**src/rtl/wb_epb_master.sv**
```systemverilog
// Wishbone classic slave that runs each 8-bit register access as one EPB chip-select/strobe cycle.
// Latency: ack/err is visible SETUP_CYCLES+W+HOLD_CYCLES cycles after the request edge (W = strobe cycles until ready).
// Backpressure: the wishbone side stalls until ack/err; epb_rdy_i stretches STROBE up to TIMEOUT cycles.
module wb_epb_master #(
    parameter int SETUP_CYCLES = 1,
    parameter int HOLD_CYCLES  = 1,
    parameter int TIMEOUT      = 64
) (
    input  logic       wb_clk_i,
    input  logic       wb_rst_i,
    input  logic       wb_cyc_i,
    input  logic       wb_stb_i,
    input  logic       wb_we_i,
    input  logic [5:0] wb_adr_i,
    input  logic [7:0] wb_dat_i,
    output logic [7:0] wb_dat_o,
    output logic       wb_ack_o,
    output logic       wb_err_o,
    output logic       epb_cs_n,
    output logic       epb_oe_n,
    output logic       epb_we_n,
    output logic [5:0] epb_addr,
    output logic [7:0] epb_data_o,
    output logic       epb_data_oe,
    input  logic [7:0] epb_data_i,
    input  logic       epb_rdy_i,
    output logic       busy_o
);
    localparam int PW = $clog2(SETUP_CYCLES > HOLD_CYCLES ? SETUP_CYCLES : HOLD_CYCLES) + 1;
    localparam int TW = $clog2(TIMEOUT) + 1;
    localparam logic [PW-1:0] SETUP_LOAD = PW'(SETUP_CYCLES - 1);
    localparam logic [PW-1:0] HOLD_LOAD  = PW'(HOLD_CYCLES - 1);
    localparam logic [TW-1:0] WAIT_LAST  = TW'(TIMEOUT - 1);

    typedef enum logic [2:0] {IDLE, SETUP, STROBE, HOLD, DONE} state_t;

    state_t        state, state_nxt;
    logic [PW-1:0] phase_cnt, phase_cnt_nxt;
    logic [TW-1:0] wait_cnt, wait_cnt_nxt;
    logic          we_q, we_nxt;
    logic          timeout_q, timeout_nxt;
    logic [5:0]    adr_nxt;
    logic [7:0]    wr_dat_nxt;
    logic [7:0]    rd_dat_nxt;
    logic          active_nxt;
    logic          ack_nxt, err_nxt;

    // epb_addr, epb_data_o and wb_dat_o double as the latched address, write data and read-data register.
    always_comb begin
        state_nxt     = state;
        phase_cnt_nxt = phase_cnt;
        wait_cnt_nxt  = wait_cnt;
        we_nxt        = we_q;
        timeout_nxt   = timeout_q;
        adr_nxt       = epb_addr;
        wr_dat_nxt    = epb_data_o;
        rd_dat_nxt    = wb_dat_o;
        case (state)
            IDLE: begin
                if (wb_cyc_i && wb_stb_i) begin
                    state_nxt     = SETUP;
                    phase_cnt_nxt = SETUP_LOAD;
                    we_nxt        = wb_we_i;
                    adr_nxt       = wb_adr_i;
                    wr_dat_nxt    = wb_dat_i;
                end
            end
            SETUP: begin
                if (phase_cnt == '0) begin
                    state_nxt    = STROBE;
                    wait_cnt_nxt = '0;
                end else begin
                    phase_cnt_nxt = phase_cnt - PW'(1);
                end
            end
            STROBE: begin
                if (epb_rdy_i) begin
                    state_nxt     = HOLD;
                    phase_cnt_nxt = HOLD_LOAD;
                    timeout_nxt   = 1'b0;
                    if (!we_q) begin
                        rd_dat_nxt = epb_data_i;
                    end
                end else if (wait_cnt == WAIT_LAST) begin
                    state_nxt     = HOLD;
                    phase_cnt_nxt = HOLD_LOAD;
                    timeout_nxt   = 1'b1;
                    rd_dat_nxt    = 8'hFF;
                end else begin
                    wait_cnt_nxt = wait_cnt + TW'(1);
                end
            end
            HOLD: begin
                if (phase_cnt == '0) begin
                    state_nxt = DONE;
                end else begin
                    phase_cnt_nxt = phase_cnt - PW'(1);
                end
            end
            DONE:    state_nxt = IDLE;
            default: state_nxt = IDLE;
        endcase
    end

    // Outputs are flopped from the next state so nothing combinational reaches a pin; the
    // response decision therefore uses wb_cyc_i as sampled on the edge that enters DONE.
    always_comb begin
        active_nxt = state_nxt inside {SETUP, STROBE, HOLD};
        ack_nxt    = (state_nxt == DONE) && wb_cyc_i && !timeout_nxt;
        err_nxt    = (state_nxt == DONE) && wb_cyc_i && timeout_nxt;
    end

    always_ff @(posedge wb_clk_i) begin
        if (wb_rst_i) begin
            state       <= IDLE;
            phase_cnt   <= '0;
            wait_cnt    <= '0;
            we_q        <= 1'b0;
            timeout_q   <= 1'b0;
            epb_cs_n    <= 1'b1;
            epb_oe_n    <= 1'b1;
            epb_we_n    <= 1'b1;
            epb_addr    <= '0;
            epb_data_o  <= '0;
            epb_data_oe <= 1'b0;
            wb_dat_o    <= '0;
            wb_ack_o    <= 1'b0;
            wb_err_o    <= 1'b0;
            busy_o      <= 1'b0;
        end else begin
            state       <= state_nxt;
            phase_cnt   <= phase_cnt_nxt;
            wait_cnt    <= wait_cnt_nxt;
            we_q        <= we_nxt;
            timeout_q   <= timeout_nxt;
            epb_cs_n    <= !active_nxt;
            epb_oe_n    <= !((state_nxt == STROBE) && !we_nxt);
            epb_we_n    <= !((state_nxt == STROBE) && we_nxt);
            epb_addr    <= adr_nxt;
            epb_data_o  <= wr_dat_nxt;
            epb_data_oe <= active_nxt && we_nxt;
            wb_dat_o    <= rd_dat_nxt;
            wb_ack_o    <= ack_nxt;
            wb_err_o    <= err_nxt;
            busy_o      <= (state_nxt != IDLE);
        end
    end
endmodule

```
**config.mk**
```make
export PLATFORM = sky130hd
export DESIGN_NAME = wb_epb_master
export DESIGN_NICKNAME = d
export VERILOG_FILES = /design/src/rtl/wb_epb_master.sv
export SDC_FILE = /design/constraint.sdc
export NUM_CORES = 1
export LEC_CHECK = 0
export BUFFER_PORTS_ARGS = -buffer_cell sky130_fd_sc_hd__buf_2
export CORE_MARGIN = 10
export CORE_UTILIZATION = 45
export DETAILED_ROUTE_END_ITERATION = 7
export GPL_TIMING_DRIVEN = 0
export PLACE_DENSITY = 0.84
export SYNTH_ARGS = -nofsm -noshare
export SYNTH_HDL_FRONTEND = slang
export SYNTH_SLANG_ARGS = --single-unit
```
**constraint.sdc**
```tcl
create_clock -name wb_clk_i -period 2.22 [get_ports wb_clk_i]
set_input_delay 0.333 -clock wb_clk_i [delete_from_list [all_inputs] [get_ports wb_clk_i]]
set_output_delay 0.333 -clock wb_clk_i [all_outputs]
set_load 0.1 [all_outputs]
```
* Word level (Yosys, flattened, before mapping)
Cells that the tools add are included.
Storage, ports and cells: register bits 42, latch bits 0, RAM bits 0, ROM bits 0, input bits 28, output and inout bits 29, word-level logic and storage cells 77, memories 0
Operators by class: add/sub/neg operators 2, $mul 0, divide/modulo/power cells 0, magnitude comparators 0, equal/unequal tests 14, shifts and indexed selects 0, muxes and demuxes 23, bitwise gates (word level) 0, reductions and logical operators 23
Operators by type and width (count):
- $mux 8 | 3
- $mux 7 | 3
- $mux 3 | 5
- $pmux 7 s2 | 1
- $eq 3x2->1 const B | 4
- $pmux 3 s4 | 1
- $ne 2x2->1 const B | 5
- $mux 1 | 9
- $reduce_bool 3->1 | 3
- $add 7x1->7 const B | 1
- $eq 7x6->1 const B | 1
- $logic_and 1x1->1 | 7
- $eq 3x1->1 const B | 2
- $reduce_and 3->1 | 2
- $logic_not 1->1 | 5
- $reduce_and 4->1 | 1
- $reduce_bool 2->1 | 2
- $eq 3x3->1 const B | 1
- $logic_not 3->1 | 1
- $ne 3x3->1 const B | 1
- $pmux 1 s3 | 1
- $reduce_and 2->1 | 1
- $reduce_or 2->1 | 1
- $sub 1x1->1 const B | 1

* Depth between registers and ports, before layout
word-level depth 7, mapped depth 8, mapped depth without buffers 6

* Least setup slack after synthesis
OpenSTA, ideal clock, no wires.
path type register to register, start register wait_cnt[0], end register wait_cnt[5], library setup time 0.070 ns, data arrival time 1.571 ns, data required time 2.150 ns, setup slack 0.579 ns, stages on the path, launching flop included 7, path buffers 0, period minus slack after synthesis 1.641 ns, cell sequence dfxtp_1 -> ha_1 -> nand3_1 -> o31ai_1 -> a21o_1 -> or4_1 -> a21oi_1
On the way: cells in the longest elaborated chain, start to end 4, elaborated cells on any way between the ends 7, those cells by class add/sub: 1; eq/ne: 2; mux: 3; reduce/logical: 1
Ends and longest elaborated chain:
- from (decl) | line 39 | logic [TW-1:0] wait_cnt, wait_cnt_nxt;
- from (signal assigned) | line 133 | wait_cnt <= wait_cnt_nxt;
- $add 7x1->7 | line 90 | wait_cnt_nxt = wait_cnt + TW'(1);
- $mux 7 | line 84 | end else if (wait_cnt == WAIT_LAST) begin
- $mux 7 | line 77 | if (epb_rdy_i) begin
- $pmux 7 s2 | line 58 | case (state)
Several ways; a longest one is shown, not always the timed one. The select of a mux whose other input is x is not followed. A chain may end at the register's enable or synchronous reset.

* Worst setup path in the final report
start register wait_cnt[0], end register wb_dat_o[7]
On the way: cells in the longest elaborated chain, start to end 3
Ends and longest elaborated chain:
- $eq 7x6->1 | line 84
- $reduce_bool 2->1 (no line)
- $reduce_and 3->1 (no line)
- to (signal assigned) | line 142 | wb_dat_o <= rd_dat_nxt;
- to (decl) | line 16 | output logic [7:0] wb_dat_o,
No other way between the ends.

==> impl_metrics.json <==
{
  "grt_pass1_wl_mm": 6.20,
  "netlist-cell-type-count": 33,
  "final_area_sq_um": 2000,
  "crit_type": "register to register",
  "synth_area_leaders": "dfxtp_1 52%, a21oi_1 9.2%, nand2_1 7.4%",
  "synth_area_sq_um": 1570,
  "p_int_mw": 1.11,
  "p_clk_frac": 0.304,
  "wl_mm": 3.84,
  "slew-limit-headroom": 0.634,
  "min_from": "wb_adr_i[5]",
  "gp_congestion": 0.817,
  "via_per_inst": 4.97,
  "cp.arrival_ns": 2.14,
  "whs_ns": 0.212,
  "multi_input_area_sq_um": 692,
  "r2r-end": "wb_dat_o[7]",
  "period_share": 0.838,
  "regArea_sq_um": 821,
  "diodes": 0,
  "cts_made_buffers": 5,
  "dieArea_sq_um": 6260,
  "synth_top_area_frac": 0.522,
  "hold_viol_final": 0,
  "gr-total-overflow": 0,
  "period_needed_ns": 1.86,
  "clk_latency_ns": 0.35,
  "critPathRequiredTime_ns": 2.50,
  "fillers": 336,
  "comb_power_share": 0.222,
  "yosysMostFrequentCell": "dfxtp_1",
  "ys.flop_type": "dfxtp_1",
  "switchingPower_uw": 540,
  "row_count": 21,
  "clock-root-buffer": "clkbuf_4",
  "tightest_slew_ns": 0.546,
  "wire_per_inst_um": 13.0,
  "die_x_um": 79.1,
  "nNetsFinal": 277,
  "ir_worst_vdd_mv": 0.458,
  "grt_pass1_vias": 1325,
  "hpwl_mm": 2.94,
  "avgSynthCellArea_sq_um": 8.50,
  "postSynthCellCount": 185,
  "cts_tree": "built",
  "swShare": 0.326,
  "ys_ff_latch": 41,
  "p_leak_nw": 0.847,
  "track_usage": 0.121,
  "end_kind": "register",
  "grt_start_max_net_pins": 13,
  "setup-tns-final_ns": 0,
  "seq_area_frac_synth": 0.522,
  "grt_antenna_before_repair": 0,
  "core_area_sq_um": 3360,
  "max_freq_mhz": 537,
  "drc": 0,
  "dpl-instance-area_sq_um": 1910,
  "whs_path_depth": 3,
  "ff2ff_path_depth": 6,
  "firstDrtPassIters": 4,
  "vias": 1467,
  "cts_hold_buf": 0,
  "synth_edf_count": 0,
  "yosys_warnings": 0,
  "setup_violations": 0,
  "syn_to_final_growth_pct": 26.9,
  "syn-num-nets": 214,
  "drv_slew": 0,
  "critPathMaxFanout": 8,
  "dr.first_iter.drc_count": 74,
  "yosysTopAreaCell": "dfxtp_1",
  "drv_cap": 0,
  "worstHoldPathType": "primary input to register",
  "ant_nets": 0,
  "clock_sink_count": 41,
  "status": "finished clean",
  "regToRegStartpoint": "wait_cnt[0]",
  "post_cts_buffers": 0,
  "rrSetupSlack_ns": 0.36,
  "utilization": 0.593,
  "worst_hold_path.endpoint": "epb_addr[5]",
  "rsz0062_at_grt": "no",
  "pin_count": 57,
  "cts_resized": 0,
  "clockBufferDepth": 2,
  "finClkSkew_ns": 0.00884,
  "io_buffer_count": 56,
  "clk_pin_slew_worst_paths_ns": 0.12,
  "htree_levels": 2,
  "async_flop_share": 0,
  "crit_path_start_kind": "register",
  "pwr-share-seq": 0.473,
  "power.density_nw_per_um2": 829,
  "floorplan.initialDensity": 0.468,
  "layout-drive-gt1-share": 0.293,
  "die_y_um": 79.1,
  "synthTopCellsByCount": "41 x dfxtp_1, 31 x nand2_1, 29 x a21oi_1, 18 x nor2_1, 10 x nor3_1"
}
## flip-flops by register name, summed over array words and instances, names as in the netlist
name,cells
wb_err_o,1
state,3
epb_data_o,8
wait_cnt,7
epb_addr,6
wb_dat_o,8
epb_cs_n,1
we_q,1
timeout_q,1
busy_o,1
wb_ack_o,1
epb_oe_n,1
epb_data_oe,1
epb_we_n,1
## kinds of logic (layout without fill, tap and decap cells)
kind of cell | count (synthesis) | after routing | synth area share
and+or+nand+nor | 82 | 82 | 0.247
xor gates and xnor gates | 1 | 1 | 0.00557
DFF | 41 | 41 | 0.522
buffers and inverters | 13 | 77 | 0.0382
adders and majority gates | 1 | 1 | 0.00795
AOI/OAI and AO/OA | 45 | 45 | 0.158
muxes | 2 | 2 | 0.0207
## worst max path at each step
stage                 from           to  slack [ns]  depth (start not counted)
5_1_grt        wait_cnt[0]  wb_dat_o[6]        0.20                          6
4_1_cts        wait_cnt[0]  wait_cnt[5]        0.37                          6
6_report       wait_cnt[0]  wb_dat_o[7]        0.36                          6
3_3_place_gp   wait_cnt[0]  wb_dat_o[3]        0.44                          6
3_5_place_dp   wait_cnt[0]  wait_cnt[5]        0.38                          6
2_1_floorplan  wait_cnt[0]  wait_cnt[5]        0.58                          6
## power by group through the flow
stage / logic, mW / clock network (mW) / registers (mW)
after CTS: 0.370 / 0.510 / 0.783
final: 0.368 / 0.503 / 0.783
after global placement: 0.366 / 0 / 0.797
after floorplan: 0.0979 / 0 / 0.992
after global routing: 0.389 / 0.544 / 0.787
after detailed placement: 0.369 / 0 / 0.800
## final cells by class
type	count	area share
Timing Repair Buffer	56	0.140
Inverter	3	0.00564
Clock buffer	7	0.0276
Sequential cell	41	0.411
Tap cell	46	0.0288
Buffer	10	0.0245
Clock inverter	1	0.0150
Multi-Input combinational cell	131	0.347
## critical path: stages (launching register included)
cell and delay, ns:
dfxtp_1 0.44, ha_1 0.20, nand3_1 0.19, or3_1 0.42
mux2i_4 0.27, a21oi_1 0.11, nor3_1 0.17
## stage by stage
stage                     std cells  power [mW]  worst slack (ns)
after floorplan                 185        1.09             0.579
final                           295        1.65             0.359
after global placement          287        1.16             0.439
after CTS                       295        1.66             0.370
after global routing            295        1.72             0.199
after detailed placement        287        1.17             0.381
## layout by cell type (no fill, tap or decap), types with 2 or more instances in the layout
master	count
buf_2	59
dfxtp_1	41
nand2_1	31
a21oi_1	29
nor2_1	18
nor3_1	10
clkbuf_1	6
nand3_1	6
o21ai_0	6
clkbuf_4	5
inv_1	3
o21bai_1	3
or3_2	3
and2_1	2
nand3b_1	2
nand2b_1	2
o31ai_1	2
a21o_1	2
a31oi_1	2
## per-layer routing
metal,share of wire,track usage
met2,0.50,0.202
met1,0.43,0.135
met3,0.054,0.0507
met5,0,0
met4,0.016,0.0448
No activity file was read; power rests on OpenSTA's default activity.
